**src/rtl/reg32_tx_pkg.sv**
```systemverilog
// Shared types and constants for the 32-bit nibble transmitter.
// REG32_TX_CKSUM_EN adds the CKSUM state used for the checksum beat.
package reg32_tx_pkg;

    localparam int NIBBLES = 8;
    localparam int NIB_W   = 4;
    localparam int CNT_W   = 3;

`ifdef REG32_TX_CKSUM_EN
    typedef enum logic [1:0] {
        IDLE  = 2'd0,
        SEND  = 2'd1,
        CKSUM = 2'd2
    } state_t;
`else
    typedef enum logic [1:0] {
        IDLE  = 2'd0,
        SEND  = 2'd1
    } state_t;
`endif

endpackage

```
**src/rtl/reg32_tx_shift.sv**
```systemverilog
// 32-bit load/shift register presenting the current output nibble.
// Ports: clk, reset, load, shift, d[31:0] in; nib[3:0] out.
// MSB_FIRST=0 shifts right and presents d[3:0] first; MSB_FIRST=1
// shifts left and presents d[31:28] first. Vacated bits fill with 0.
module reg32_tx_shift
    import reg32_tx_pkg::*;
#(
    parameter int MSB_FIRST = 0
) (
    input  logic             clk,
    input  logic             reset,
    input  logic             load,
    input  logic             shift,
    input  logic [31:0]      d,
    output logic [NIB_W-1:0] nib
);

    logic [31:0] sreg;

    // Load wins over shift so a word can follow the last beat directly.
    always_ff @(posedge clk) begin
        if (reset) begin
            sreg <= '0;
        end else if (load) begin
            sreg <= d;
        end else if (shift) begin
            if (MSB_FIRST != 0) begin
                sreg <= {sreg[31-NIB_W:0], {NIB_W{1'b0}}};
            end else begin
                sreg <= {{NIB_W{1'b0}}, sreg[31:NIB_W]};
            end
        end
    end

    assign nib = (MSB_FIRST != 0) ? sreg[31 -: NIB_W] : sreg[NIB_W-1:0];

endmodule

```
**src/rtl/reg32_nibble_tx.sv**
```systemverilog
// Serialises a 32-bit word into eight 4-bit beats over valid/ready.
// Ports: clk, reset, d, load_valid -> load_ready; nib_q, nib_valid,
// nib_last -> nib_ready; busy. Optional REG32_TX_CKSUM_EN appends
// a ninth beat carrying the XOR of the eight data nibbles.
module reg32_nibble_tx
    import reg32_tx_pkg::*;
#(
    parameter int MSB_FIRST = 0
) (
    input  logic             clk,
    input  logic             reset,
    input  logic [31:0]      d,
    input  logic             load_valid,
    output logic             load_ready,
    output logic [NIB_W-1:0] nib_q,
    output logic             nib_valid,
    input  logic             nib_ready,
    output logic             nib_last,
    output logic             busy
);

    state_t           state, state_nx;
    logic [CNT_W-1:0] cnt, cnt_nx;
    logic [NIB_W-1:0] sh_nib;
    logic             load_hs;
    logic             beat_hs;
    logic             shift_en;
    logic             end_of_data;

    reg32_tx_shift #(
        .MSB_FIRST (MSB_FIRST)
    ) u_shift (
        .clk   (clk),
        .reset (reset),
        .load  (load_hs),
        .shift (shift_en),
        .d     (d),
        .nib   (sh_nib)
    );

    assign nib_valid   = (state != IDLE);
    assign busy        = (state != IDLE);
    assign beat_hs     = nib_valid & nib_ready;
    assign shift_en    = beat_hs & (state == SEND);
    assign end_of_data = (state == SEND) && (cnt == CNT_W'(NIBBLES - 1));

`ifdef REG32_TX_CKSUM_EN
    logic [NIB_W-1:0] acc;

    always_ff @(posedge clk) begin
        if (reset) begin
            acc <= '0;
        end else if (load_hs) begin
            acc <= '0;
        end else if (shift_en) begin
            acc <= acc ^ sh_nib;
        end
    end

    assign nib_last = (state == CKSUM);
    assign nib_q    = (state == CKSUM) ? acc : sh_nib;
`else
    assign nib_last = end_of_data;
    assign nib_q    = sh_nib;
`endif

    // Accepting during the last beat lets the next word start with no bubble.
    assign load_ready = (state == IDLE) | (nib_last & nib_ready);
    assign load_hs    = load_valid & load_ready;

    always_ff @(posedge clk) begin
        if (reset) begin
            state <= IDLE;
            cnt   <= '0;
        end else begin
            state <= state_nx;
            cnt   <= cnt_nx;
        end
    end

    always_comb begin
        state_nx = state;
        cnt_nx   = cnt;
        unique case (state)
            IDLE: begin
                if (load_hs) begin
                    state_nx = SEND;
                    cnt_nx   = '0;
                end
            end
            SEND: begin
                if (beat_hs) begin
                    if (end_of_data) begin
                        cnt_nx = '0;
`ifdef REG32_TX_CKSUM_EN
                        state_nx = CKSUM;
`else
                        state_nx = load_hs ? SEND : IDLE;
`endif
                    end else begin
                        cnt_nx = cnt + 1'b1;
                    end
                end
            end
`ifdef REG32_TX_CKSUM_EN
            CKSUM: begin
                if (beat_hs) begin
                    state_nx = load_hs ? SEND : IDLE;
                    cnt_nx   = '0;
                end
            end
`endif
            default: begin
                state_nx = IDLE;
                cnt_nx   = '0;
            end
        endcase
    end

endmodule

```
**config.mk**
```make
export PLATFORM = sky130hd
export DESIGN_NAME = reg32_nibble_tx
export DESIGN_NICKNAME = d
export VERILOG_FILES = /design/src/rtl/reg32_tx_pkg.sv /design/src/rtl/reg32_tx_shift.sv /design/src/rtl/reg32_nibble_tx.sv
export SDC_FILE = /design/constraint.sdc
export NUM_CORES = 1
export LEC_CHECK = 0
export ABC_AREA = 1
export BUFFER_PORTS_ARGS = -buffer_cell sky130_fd_sc_hd__buf_2
export CAP_MARGIN = 20
export CORE_MARGIN = 2
export CORE_UTILIZATION = 60
export CTS_BUF_LIST = sky130_fd_sc_hd__clkbuf_8
export DETAILED_ROUTE_END_ITERATION = 6
export HOLD_SLACK_MARGIN = 0.12
export PLACE_DENSITY = 0.95
export RECOVER_POWER = 100
export SKIP_LAST_GASP = 1
export SYNTH_ARGS = -nofsm -noshare
export SYNTH_HDL_FRONTEND = slang
export SYNTH_SLANG_ARGS = --single-unit
```
**constraint.sdc**
```tcl
create_clock -name clk -period 3.7 [get_ports clk]
set_input_delay 0.74 -clock clk [delete_from_list [all_inputs] [get_ports clk]]
set_output_delay 0.74 -clock clk [all_outputs]
set_load 0.02 [all_outputs]
```
== Word-level counts from Yosys, hierarchy flattened ==
Cells that the tools add are included.

* Register bits: 37
* Input bits: 36
* Output and inout port bits: 8
* Logic and storage cells: 31

* $add $sub $neg: 1
* Eq/ne operators: 5
* Mux-type cells: 11
* Bitwise gates (word level): 5
* Reductions and logical operators: 6

{| class="wikitable"
|+ Operator list
! kind !! count
|-
| two-way mux 32 bit || 2
|-
| two-way mux 3 bit || 3
|-
| two-way mux 2 bit || 3
|-
| inequality test 2 bit (second input constant) || 3
|-
| case mux 3 bit (2 select lines) || 1
|-
| bitwise AND 1 bit || 4
|-
| case mux 2 bit (2 select lines) || 1
|-
| nonzero test 2 bit || 2
|-
| adder 3 x 1 -> 3 bit (second input constant) || 1
|-
| == test 3 bit (second input constant) || 1
|-
| AND reduction 3 bit || 1
|-
| == test 2 x 1 -> 1 bit (second input constant) || 1
|-
| logical NOT 2 bit || 1
|-
| AND reduction 2 bit || 1
|-
| logical AND 1 bit || 1
|-
| two-way mux 1 bit || 1
|-
| OR 1 bit || 1
|}

== Longest topological paths before layout ==
Gate-level depths: netlist of run 1.

* Word-level depth: 9
* Mapped depth: 11
* Gate-level depth less buffers: 9

== By module ==
A second synthesis of run 1 with hierarchy kept.

* Cell total of the unflattened synthesis: 289
* Area total of the unflattened synthesis: 1801.7 µm²

{| class="wikitable"
|+ By module, submodules not included
! module !! times used !! cells each !! area an instance (µm²) !! sequential area each (µm²)
|-
| reg32_tx_shift || 1 || 258 || 1580.3 || 640.6
|-
| reg32_nibble_tx || 1 || 31 || 221.5 || 80.1
|}

== Least setup slack after synthesis of run 1 ==
OpenSTA, ideal clock, no wires.

* Path type: input to output
* Start: input port nib_ready
* End: output port load_ready
* Arrival time: 1.135 ns
* Required time: 2.960 ns
* Path slack: 1.825 ns
* Cell stages on the path: 3
* Buffers on the path: 1
* Path through: nand2_1 nand2_2 buf_2

* Word-level cells in the longest chain between the ends: 2

{| class="wikitable"
|+ RTL lines
! what !! RTL line !! source
|-
| start: declaration || reg32_nibble_tx.sv:17 || <nowiki>input logic nib_ready,</nowiki>
|-
| bitwise AND 1 bit || reg32_nibble_tx.sv:68 || <nowiki>assign load_ready = (state == IDLE) | (nib_last & nib_ready);</nowiki>
|-
| OR 1 bit || reg32_nibble_tx.sv:68 ||
|-
| end: declaration || reg32_nibble_tx.sv:14 || <nowiki>output logic load_ready,</nowiki>
|}

No other way between the ends.

== Final worst setup path of run 1 ==
* Start: register cnt[0]
* End: register u_shift.sreg[24]

* Word-level cells in the longest chain between the ends: 6
* Elaborated cells between the ends (all ways): 7
* Classes of those cells: eq/ne (1); mux (1); bitwise (3); reduce/logical (2)

{| class="wikitable"
|+ RTL lines
! what !! RTL line !! source
|-
| start: declaration || reg32_nibble_tx.sv:23 || <nowiki>logic [CNT_W-1:0] cnt, cnt_nx;</nowiki>
|-
| start signal: assignment || reg32_nibble_tx.sv:77 || <nowiki>cnt <= cnt_nx;</nowiki>
|-
| == test 3 bit (*) || reg32_nibble_tx.sv:45 || <nowiki>assign end_of_data = (state == SEND) && (cnt == CNT_W'(NIBBLES - 1));</nowiki>
|-
| logical AND 1 bit (*) || reg32_nibble_tx.sv:45 ||
|-
| bitwise AND 1 bit (*) || reg32_nibble_tx.sv:68 ||
|-
| OR 1 bit (*) || reg32_nibble_tx.sv:68 ||
|-
| bitwise AND 1 bit (*) || reg32_nibble_tx.sv:69 || <nowiki>assign load_hs = load_valid & load_ready;</nowiki>
|-
| two-way mux 32 bit or nonzero test 2 bit (tied branches) || n/a ||
|-
| end signal: assignment || reg32_tx_shift.sv:28 || <nowiki>sreg <= {sreg[31-NIB_W:0], {NIB_W{1'b0}}};</nowiki>
|-
| end signal: assignment || reg32_tx_shift.sv:30 || <nowiki>sreg <= {{NIB_W{1'b0}}, sreg[31:NIB_W]};</nowiki>
|-
| end: declaration || reg32_tx_shift.sv:18 || <nowiki>logic [31:0] sreg;</nowiki>
|}

Every way passes the cells marked *; elsewhere a longest branch is shown, timed or not.
A chain may end at the register's enable or synchronous reset.

==> results of run 1 <==
worst max-delay path: stages, from the launching register on:
cell	delay, ns
dfxtp_1	0.37
ha_1	0.16
ha_1	0.19
nand2_1	0.08
nand2_2	0.47
nand2_1	0.74
nand2_1	0.27
nand3_1	0.13
nand2_1	0.13
inv_1	0.05
layer usage:
layer	part of all wire [%]	track usage [%]	routed length (µm)	up-vias
met2	50	41.3	2000	52
met4	0.87	8.89	35	0
met5	0	0	0	-
met1	44	28.9	1790	802
met3	5.3	4.55	212	6
li1	-	-	-	952
per-stage QoR:
step / instance area (µm²) / instances / util [%]
3_3_place_gp: 2010 / 356 / 66.5
6_report: 2110 / 364 / 69.8
2_1_floorplan: 1900 / 294 / -
4_1_cts: 2130 / 364 / 70.2
5_1_grt: 2110 / 364 / 69.8
3_5_place_dp: 2010 / 356 / 66.5
cell families (layout without fill, tap and decap cells):
group | count (synthesis) | count (layout) | share of synthesized area (%)
and+or+nand+nor | 135 | 135 | 31.2
buffers and inverters | 85 | 111 | 20.1
AOI/OAI and AO/OA | 36 | 36 | 9.48
DFF | 36 | 36 | 37.9
adders and majority gates | 2 | 2 | 1.32
power by group:
part | switching (mW) | internal (mW) | total (mW)
clock | 0.147 | 0.199 | 0.347
sequential | 0.0213 | 0.425 | 0.446
combinational | 0.119 | 0.0678 | 0.187
total | 0.288 | 0.692 | 0.980
worst paths after layout:
check,start,endpoint,slack [ns],depth (start not counted)
max,cnt[0],u_shift.sreg[24],1.01,9
min,u_shift.sreg[29],u_shift.sreg[29],0.47,2
max reg2reg,cnt[0],u_shift.sreg[24],1.01,9
min reg2reg,u_shift.sreg[29],u_shift.sreg[29],0.47,2
final cells by class:
cell class	count	area share (%)
clock buffer	5	3.26
clock inverter	3	2.01
inverter	60	10.7
multi-input combinational	173	37.7
sequential	36	34.1
tap	44	2.61
timing repair buffer	43	9.71
state kept, by name, indices dropped and copies added, names as in the netlist:
signal        cells
u_shift.sreg     32
cnt               3
state             1
cell usage after synthesis (all sizes together):
cell type	instances	area, µm²
nand2	69	267
nand3	62	310
inv	60	225
dfxtp	36	721
o21ai	30	150
buf	21	141
a21oi	6	30.0
clkbuf	4	15.0
nor2	3	11.3
ha	2	25.0
nor3	1	5.00
==> results.py, run 1 <==
metrics = {
    "synthesis": {
        "yosysSeqAreaShare_pct": 37.9,
        "syn_area_um2": 1900,
        "synth_area_per_cell_um2": 6.46,
        "synth.distinct_cells": 15,
        "postSynthCellCount": 294,
        "syn-num-nets": 332,
        "synth-seq-cells": 36,
        "ys_warn_count": 0,
    },
    "clock_tree": {
        "htreeDepth": 2,
        "post_cts_resized": 0,
        "cts-root-buf": "clkbuf_8",
        "path_clk_slew_ns": 0.08,
        "cts.sinks": 36,
        "cts_tree": "done",
        "cts_buffer_depth": 2,
        "cts_hold_buf": 0,
        "cts_buffers": 5,
        "post-cts-setup-buffers": 0,
        "clkLatencyLatePin_ns": 0.29,
    },
    "global_route": {
        "grt_max_degree": 61,
        "grt_usage_pct": 23.8,
        "grt_pass1_wl_um": 6500,
        "gr-total-overflow": 0,
        "antenna_found_initial": 0,
        "grt_pass1_vias": 1577,
    },
    "die": {
        "io_pins": 44,
        "start_util_pct": 62.8,
        "die_height_um": 60.3,
        "fp.dieW_um": 60.3,
        "dieArea_um2": 3630,
        "coreArea_um2": 3030,
        "num_rows": 20,
    },
    "finish": {
        "antennaDiodeCount": 0,
        "num-fill-cells": 265,
        "drive_gt1_share_pct": 14.7,
        "nets": 357,
        "final_common_cell": "nand2_1",
        "area_growth_syn_to_layout_pct": 11.2,
        "final_cell_mix": "nand2_1, nand3_1, inv_1, dfxtp_1, buf_2",
        "regArea_um2": 721,
        "multi_input_area_um2": 796,
    },
    "sta": {
        "clock_skew_ns": 0.00946,
        "setup_viol_count_final": 0,
        "maxSlewViolCount": 0,
        "finalWorstSetupSlack_ns": 1.01,
        "timing.hold.ws_ns": 0.473,
        "setup_tns_ns": 0,
        "timing.slew.headroom_pct": 31.5,
        "worstMarginPinSlew_ns": 1.02,
        "hold_violations": 0,
        "rsz0062_at_grt": "no",
        "fmax_ghz": 0.372,
        "period_needed_ns": 2.69,
        "period_share_pct": 72.6,
    },
    "drt": {
        "wl_um": 4040,
        "viasPerCell": 4.98,
        "post_drt_wl_per_cell_um": 11.1,
        "vias": 1812,
        "antenna_left": 0,
        "drt_pass1_iterations": 4,
        "drc": 0,
        "drt_iter0_markers": 150,
    },
    "worst_setup_path": {
        "cp-start-kind": "flop",
        "path_class": "reg2reg",
        "end_kind": "flop",
        "required_ns": 3.90,
        "arrival_ns": 2.88,
        "crit_fanout": 35,
    },
    "run": {
        "cap_violations": 0,
    },
    "worst_hold_path": {
        "min_path_type": "reg2reg",
    },
    "placed_design": {
        "dp_slack_ns": 1.07,
        "dpl.hpwl_um": 2390,
        "gp_congestion": 0.821,
        "portBuffers": 43,
    },
    "pwr": {
        "irDropWorstVdd_v": 0.000261,
        "power.leakage_nw": 1.25,
        "pwr_density_cell_nw_per_um2": 464,
        "power_uw": 980,
    },
    "status": {
        "outcome": "finished clean",
    },
}
Note: power is estimated with default switching activity, not from simulation.
==> inputs of run 2 (changes only) <==
CORE_UTILIZATION = 50   (was 60)
PLACE_DENSITY = 0.88   (was 0.95)
clock period = 2.3 ns   (was 3.7 ns; I/O delays follow)
==> run 2 against run 1 <==
  * Combinational power grew 65%
  * Sequential share of layout area shrank 0.40 points
  * Design area up 1.2%
  * Clock skew down 0.0037 ns
  * Critical path depth fell by 4
  * First-iteration DRC count decreased by 0.67%
  * Total power is 54% higher
  * Worst setup slack got worse by 0.74 ns
  * Highest routed layer unchanged
==> results.py, run 2 (synthesis gave the netlist of run 1 again) <==
metrics = {
    "finish": {
        "reg_top3": "u_shift.sreg: 32 flops, cnt: 3 flops, state: 1 flops",
        "largest_reg_flops": 32,
        "nets": 360,
        "final_common_cell": "nand2_1",
        "drive_gt1_share_pct": 14.9,
        "final_cell_mix": "nand2_1, nand3_1, inv_1, dfxtp_1, buf_2",
        "top_register": "u_shift.sreg",
        "instances_no_fill": 370,
        "area_growth_syn_to_layout_pct": 12.5,
        "antennaDiodeCount": 0,
    },
    "clock_tree": {
        "post-cts-setup-buffers": 0,
        "cts-root-buf": "clkbuf_8",
        "clkLatencyLatePin_ns": 0.29,
        "cts_hold_buf": 0,
        "cts.sinks": 36,
        "htreeDepth": 2,
        "cts_tree": "done",
        "post_cts_resized": 0,
        "cts_buffers": 5,
        "cts_buffer_depth": 2,
        "path_clk_slew_ns": 0.07,
    },
    "worst_setup_path": {
        "end_kind": "primary output",
        "r2r_cells": 9,
        "reg2reg_slack_ns": 0.39,
        "cp-start-kind": "flop",
        "crit_fanout": 15,
        "r2r_start": "cnt[1]",
        "required_ns": 1.84,
        "arrival_ns": 1.57,
        "path_class": "reg2out",
        "rr_endpoint": "u_shift.sreg[26]",
    },
    "drt": {
        "viasPerCell": 4.94,
        "post_drt_wl_per_cell_um": 11.1,
        "antenna_left": 0,
        "drt_pass1_iterations": 4,
        "drt_iter0_markers": 149,
        "vias": 1829,
        "drc": 0,
        "wl_um": 4090,
    },
    "die": {
        "num_rows": 22,
        "coreArea_um2": 3660,
        "io_pins": 44,
        "die_height_um": 65.7,
        "fp.dieW_um": 65.7,
        "start_util_pct": 51.9,
        "dieArea_um2": 4310,
    },
    "worst_hold_path": {
        "holdCritStartpoint": "d[28]",
        "holdPathStages": 3,
        "min_to": "u_shift.sreg[28]",
        "min_path_type": "in2reg",
    },
    "sta": {
        "hold_violations": 0,
        "rsz0062_at_grt": "no",
        "setup_tns_ns": 0,
        "period_share_pct": 88.3,
        "maxSlewViolCount": 0,
        "fmax_ghz": 0.492,
        "timing.slew.headroom_pct": 56.2,
        "period_needed_ns": 2.03,
        "clock_skew_ns": 0.00576,
        "setup_viol_count_final": 0,
        "worstMarginPinSlew_ns": 0.655,
    },
    "pwr": {
        "p_int_mw": 1.07,
        "p_comb_share_pct": 20.5,
        "p_clk_share_pct": 31.8,
        "power.leakage_nw": 1.27,
        "switching_share_pct": 29.1,
        "switchingPower_uw": 438,
        "pwr-share-seq_pct": 47.6,
        "irDropWorstVdd_v": 0.000443,
        "pwr_density_cell_nw_per_um2": 704,
    },
    "placed_design": {
        "gp_congestion": 0.776,
        "dpl.hpwl_um": 2570,
        "portBuffers": 43,
        "post-place-cells": 363,
    },
    "global_route": {
        "antenna_found_initial": 0,
        "grt_pass1_wl_um": 6870,
        "grt_max_degree": 44,
        "grt_pass1_vias": 1646,
        "grt_usage_pct": 20.5,
        "gr-total-overflow": 0,
    },
    "status": {
        "outcome": "finished clean",
    },
    "run": {
        "cap_violations": 0,
    },
}
run 2: cell count changes in the layout (fill, tap and decap cells not counted):
cell and delta:
clkinv_2 -1, clkinvlp_4 -1, clkbuf_8 +2, buf_4 +2, inv_2 -1, inv_1 +1
buf_12 +1, bufinv_16 -1
run 2: worst max-delay path: stages (launching register included):
cell      delay (ns)
dfxtp_1         0.35
ha_1            0.16
ha_1            0.19
nand2_1         0.08
nand2_2         0.23
clkbuf_1        0.27
run 2: worst max path at each step:
stage / start / end / slack, ns / cells after the start
2_1_floorplan: cnt[0] / load_ready / 0.77 / 5
3_3_place_gp: load_valid / u_shift.sreg[18] / 0.52 / 7
3_5_place_dp: cnt[0] / u_shift.sreg[24] / 0.48 / 9
4_1_cts: cnt[0] / load_ready / 0.33 / 5
5_1_grt: cnt[0] / load_ready / 0.17 / 5
6_report: cnt[1] / load_ready / 0.27 / 5
run 2: final cells by class:
| cell class | instances | area, µm² |
|---|---|---|
| multi-input cells | 173 | 796 |
| flip-flops and latches | 36 | 721 |
| inverters | 60 | 225 |
| repair buffers | 46 | 240 |
| fillers | 347 | 1520 |
| well taps | 48 | 60.1 |
| clock buffers | 7 | 96.3 |
run 2: metal layers:
| metal | global-route usage (%) | vias up | routed length [µm] |
|---|---|---|---|
| met5 | 0 | - | 0 |
| met4 | 8.85 | 0 | 61 |
| met3 | 4.62 | 7 | 263 |
| met2 | 34.6 | 58 | 1930 |
| met1 | 24.7 | 806 | 1840 |
| li1 | - | 958 | - |
run 2: power groups by stage:
stage	logic [mW]	clock network (mW)	registers (mW)
global placement	0.302	0	0.728
global route	0.355	0.510	0.725
CTS	0.314	0.482	0.717
floorplan	0.253	0	0.725
detailed placement	0.308	0	0.730
finish	0.309	0.480	0.718
run 2: metrics by stage:
step | total power, mW | setup WS (ns) | utilization, % | instance area, µm² | hold WS, ns
final | 1.51 | 0.269 | 58.4 | 2140 | 0.446
after global routing | 1.59 | 0.175 | 58.4 | 2140 | 0.464
after CTS | 1.51 | 0.325 | 58.7 | 2150 | 0.447
after detailed placement | 1.04 | 0.483 | 56.1 | 2050 | 0.453
after global placement | 1.03 | 0.518 | 56.1 | 2050 | 0.453
after floorplan | 0.978 | 0.772 | - | 1900 | 0.439
==> inputs of run 3 (changes only) <==
CORE_UTILIZATION = 48   (was 50)
CTS_BUF_LIST = unset   (was sky130_fd_sc_hd__clkbuf_8)
GPL_TIMING_DRIVEN = 0   (was unset)
PLACE_DENSITY = 0.85   (was 0.88)
==> run 3 against run 2 <==
  * Cell count increased by 5.7%
  * Largest power group unchanged
  * Critical path depth increased by 1
  * Maximum frequency decreased by 6.5%
  * Non-clock buffer count increased by 20
  * First-iteration DRC count decreased by 21%
  * Sequential power about the same
  * Wire length increased by 0.78%
==> results.py, run 3 (synthesis gave the netlist of run 1 again) <==
metrics = {
    "clock_tree": {
        "cts_buffer_depth": 2,
        "cts.sinks": 36,
        "post-cts-setup-buffers": 0,
        "cts_hold_buf": 0,
        "post_cts_resized": 0,
        "clkLatencyLatePin_ns": 0.29,
        "htreeDepth": 2,
        "path_clk_slew_ns": 0.07,
        "cts-root-buf": "clkbuf_8",
        "cts_tree": "done",
        "cts_buffers": 5,
    },
    "worst_setup_path": {
        "cp_top_family": "buffers and inverters",
        "crit_fanout": 10,
        "path_buf_inv": 2,
        "cp_common_cell": "ha_1",
        "max_stage_delay_ns": 0.37,
        "cp_cell_sequence": "ha_1 > ha_1 > nand2_1 > nand2_2 > clkbuf_2 > buf_2",
        "arrival_ns": 1.71,
        "crit_slowest_cell": "dfxtp_1",
        "path_class": "reg2out",
        "end_kind": "primary output",
        "cp-start-kind": "flop",
        "required_ns": 1.84,
    },
    "sta": {
        "setup_viol_count_final": 0,
        "clock_skew_ns": 0.00423,
        "fmax_ghz": 0.460,
        "timing.slew.headroom_pct": 69.5,
        "hold_violations": 0,
        "rsz0062_at_grt": "no",
        "maxSlewViolCount": 0,
        "finalWorstSetupSlack_ns": 0.128,
        "period_share_pct": 94.4,
        "setup_tns_ns": 0,
        "period_needed_ns": 2.17,
        "worstMarginPinSlew_ns": 0.458,
    },
    "drt": {
        "antenna_left": 0,
        "drc": 0,
        "wl_um": 4120,
        "vias": 1929,
        "drt_iter0_markers": 117,
        "post_drt_wl_per_cell_um": 10.5,
        "viasPerCell": 4.93,
        "drt_pass1_iterations": 4,
    },
    "placed_design": {
        "gp_congestion": 0.789,
        "dpl.hpwl_um": 2900,
        "dp_slack_ns": 0.468,
        "portBuffers": 41,
    },
    "finish": {
        "antennaDiodeCount": 0,
        "final_common_cell": "nand2_1",
        "nets": 380,
        "final_cell_mix": "nand2_1, nand3_1, inv_1, buf_2, dfxtp_1",
        "area_growth_syn_to_layout_pct": 16.7,
        "largest_reg_flops": 32,
        "top_register": "u_shift.sreg",
        "reg_top3": "u_shift.sreg: 32 flops, cnt: 3 flops, state: 1 flops",
        "drive_gt1_share_pct": 17.8,
    },
    "pwr": {
        "pwr_density_cell_nw_per_um2": 679,
        "irDropWorstVdd_v": 0.000419,
        "power.leakage_nw": 1.33,
    },
    "worst_hold_path": {
        "min_path_type": "in2reg",
    },
    "die": {
        "fp.dieW_um": 66.9,
        "io_pins": 44,
        "dieArea_um2": 4480,
        "coreArea_um2": 3740,
        "num_rows": 22,
        "start_util_pct": 50.8,
        "die_height_um": 66.9,
    },
    "global_route": {
        "grt_pass1_vias": 1735,
        "antenna_found_initial": 0,
        "gr-total-overflow": 0,
        "grt_max_degree": 11,
        "grt_usage_pct": 21.3,
        "grt_pass1_wl_um": 7150,
    },
    "run": {
        "cap_violations": 0,
    },
    "status": {
        "outcome": "finished clean",
    },
}
-- run 3: cell types whose count changed in the layout (fill, tap and decap cells not counted), moves of 2 or more --
cell	previous run	this run
buf_2	35	44
clkbuf_1	8	16
clkbuf_2	0	2
buf_4	2	5
-- run 3: worst register-to-register path, cell delays in order (launching register included) --
cell	delay, ns
dfxtp_1	0.34
ha_1	0.21
ha_1	0.21
nand2_1	0.09
nand2_2	0.12
nand2_1	0.12
clkbuf_1	0.36
clkbuf_2	0.31
nand2_1	0.08
nand3_1	0.08
nand2_1	0.07
inv_1	0.05
-- run 3: routing by layer --
metal,track usage (%),routed length (µm)
met1,24.8,1860
met2,36.9,1970
met3,6.08,243
met4,7.65,50
met5,0,0
-- run 3: worst paths after layout --
kind                          from          endpoint  slack (ns)  cells past startpoint
setup / recovery            cnt[0]        load_ready        0.13                      6
hold / removal               d[28]  u_shift.sreg[28]        0.43                      3
setup reg to reg            cnt[0]  u_shift.sreg[13]        0.23                     11
hold reg to reg   u_shift.sreg[30]  u_shift.sreg[30]        0.46                      2
-- run 3: area by class of cell --
class,instances,area (µm²)
Multi-Input combinational cell,173,793
Timing Repair Buffer,41,198
Tap cell,48,60.1
Clock buffer,8,90.1
Sequential cell,36,721
Buffer,25,130
Inverter,60,225
Fill cell,390,1530
-- run 3: stage by stage --
step	cell area [µm²]	total power [mW]	std cells	utilization, %	hold WS [ns]
floorplan	1900	0.978	294	-	0.439
global placement	2170	1.06	383	57.9	0.451
detailed placement	2170	1.07	383	57.9	0.455
CTS	2260	1.54	391	60.3	0.422
global route	2220	1.61	391	59.2	0.438
finish	2220	1.51	391	59.2	0.431
-- run 3: power breakdown --
group | total (mW) | internal, mW | switching [mW] | leakage [nW]
Clock | 0.460 | 0.244 | 0.216 | 0.0455
Sequential | 0.717 | 0.684 | 0.0331 | 0.298
Combinational | 0.329 | 0.132 | 0.197 | 0.982
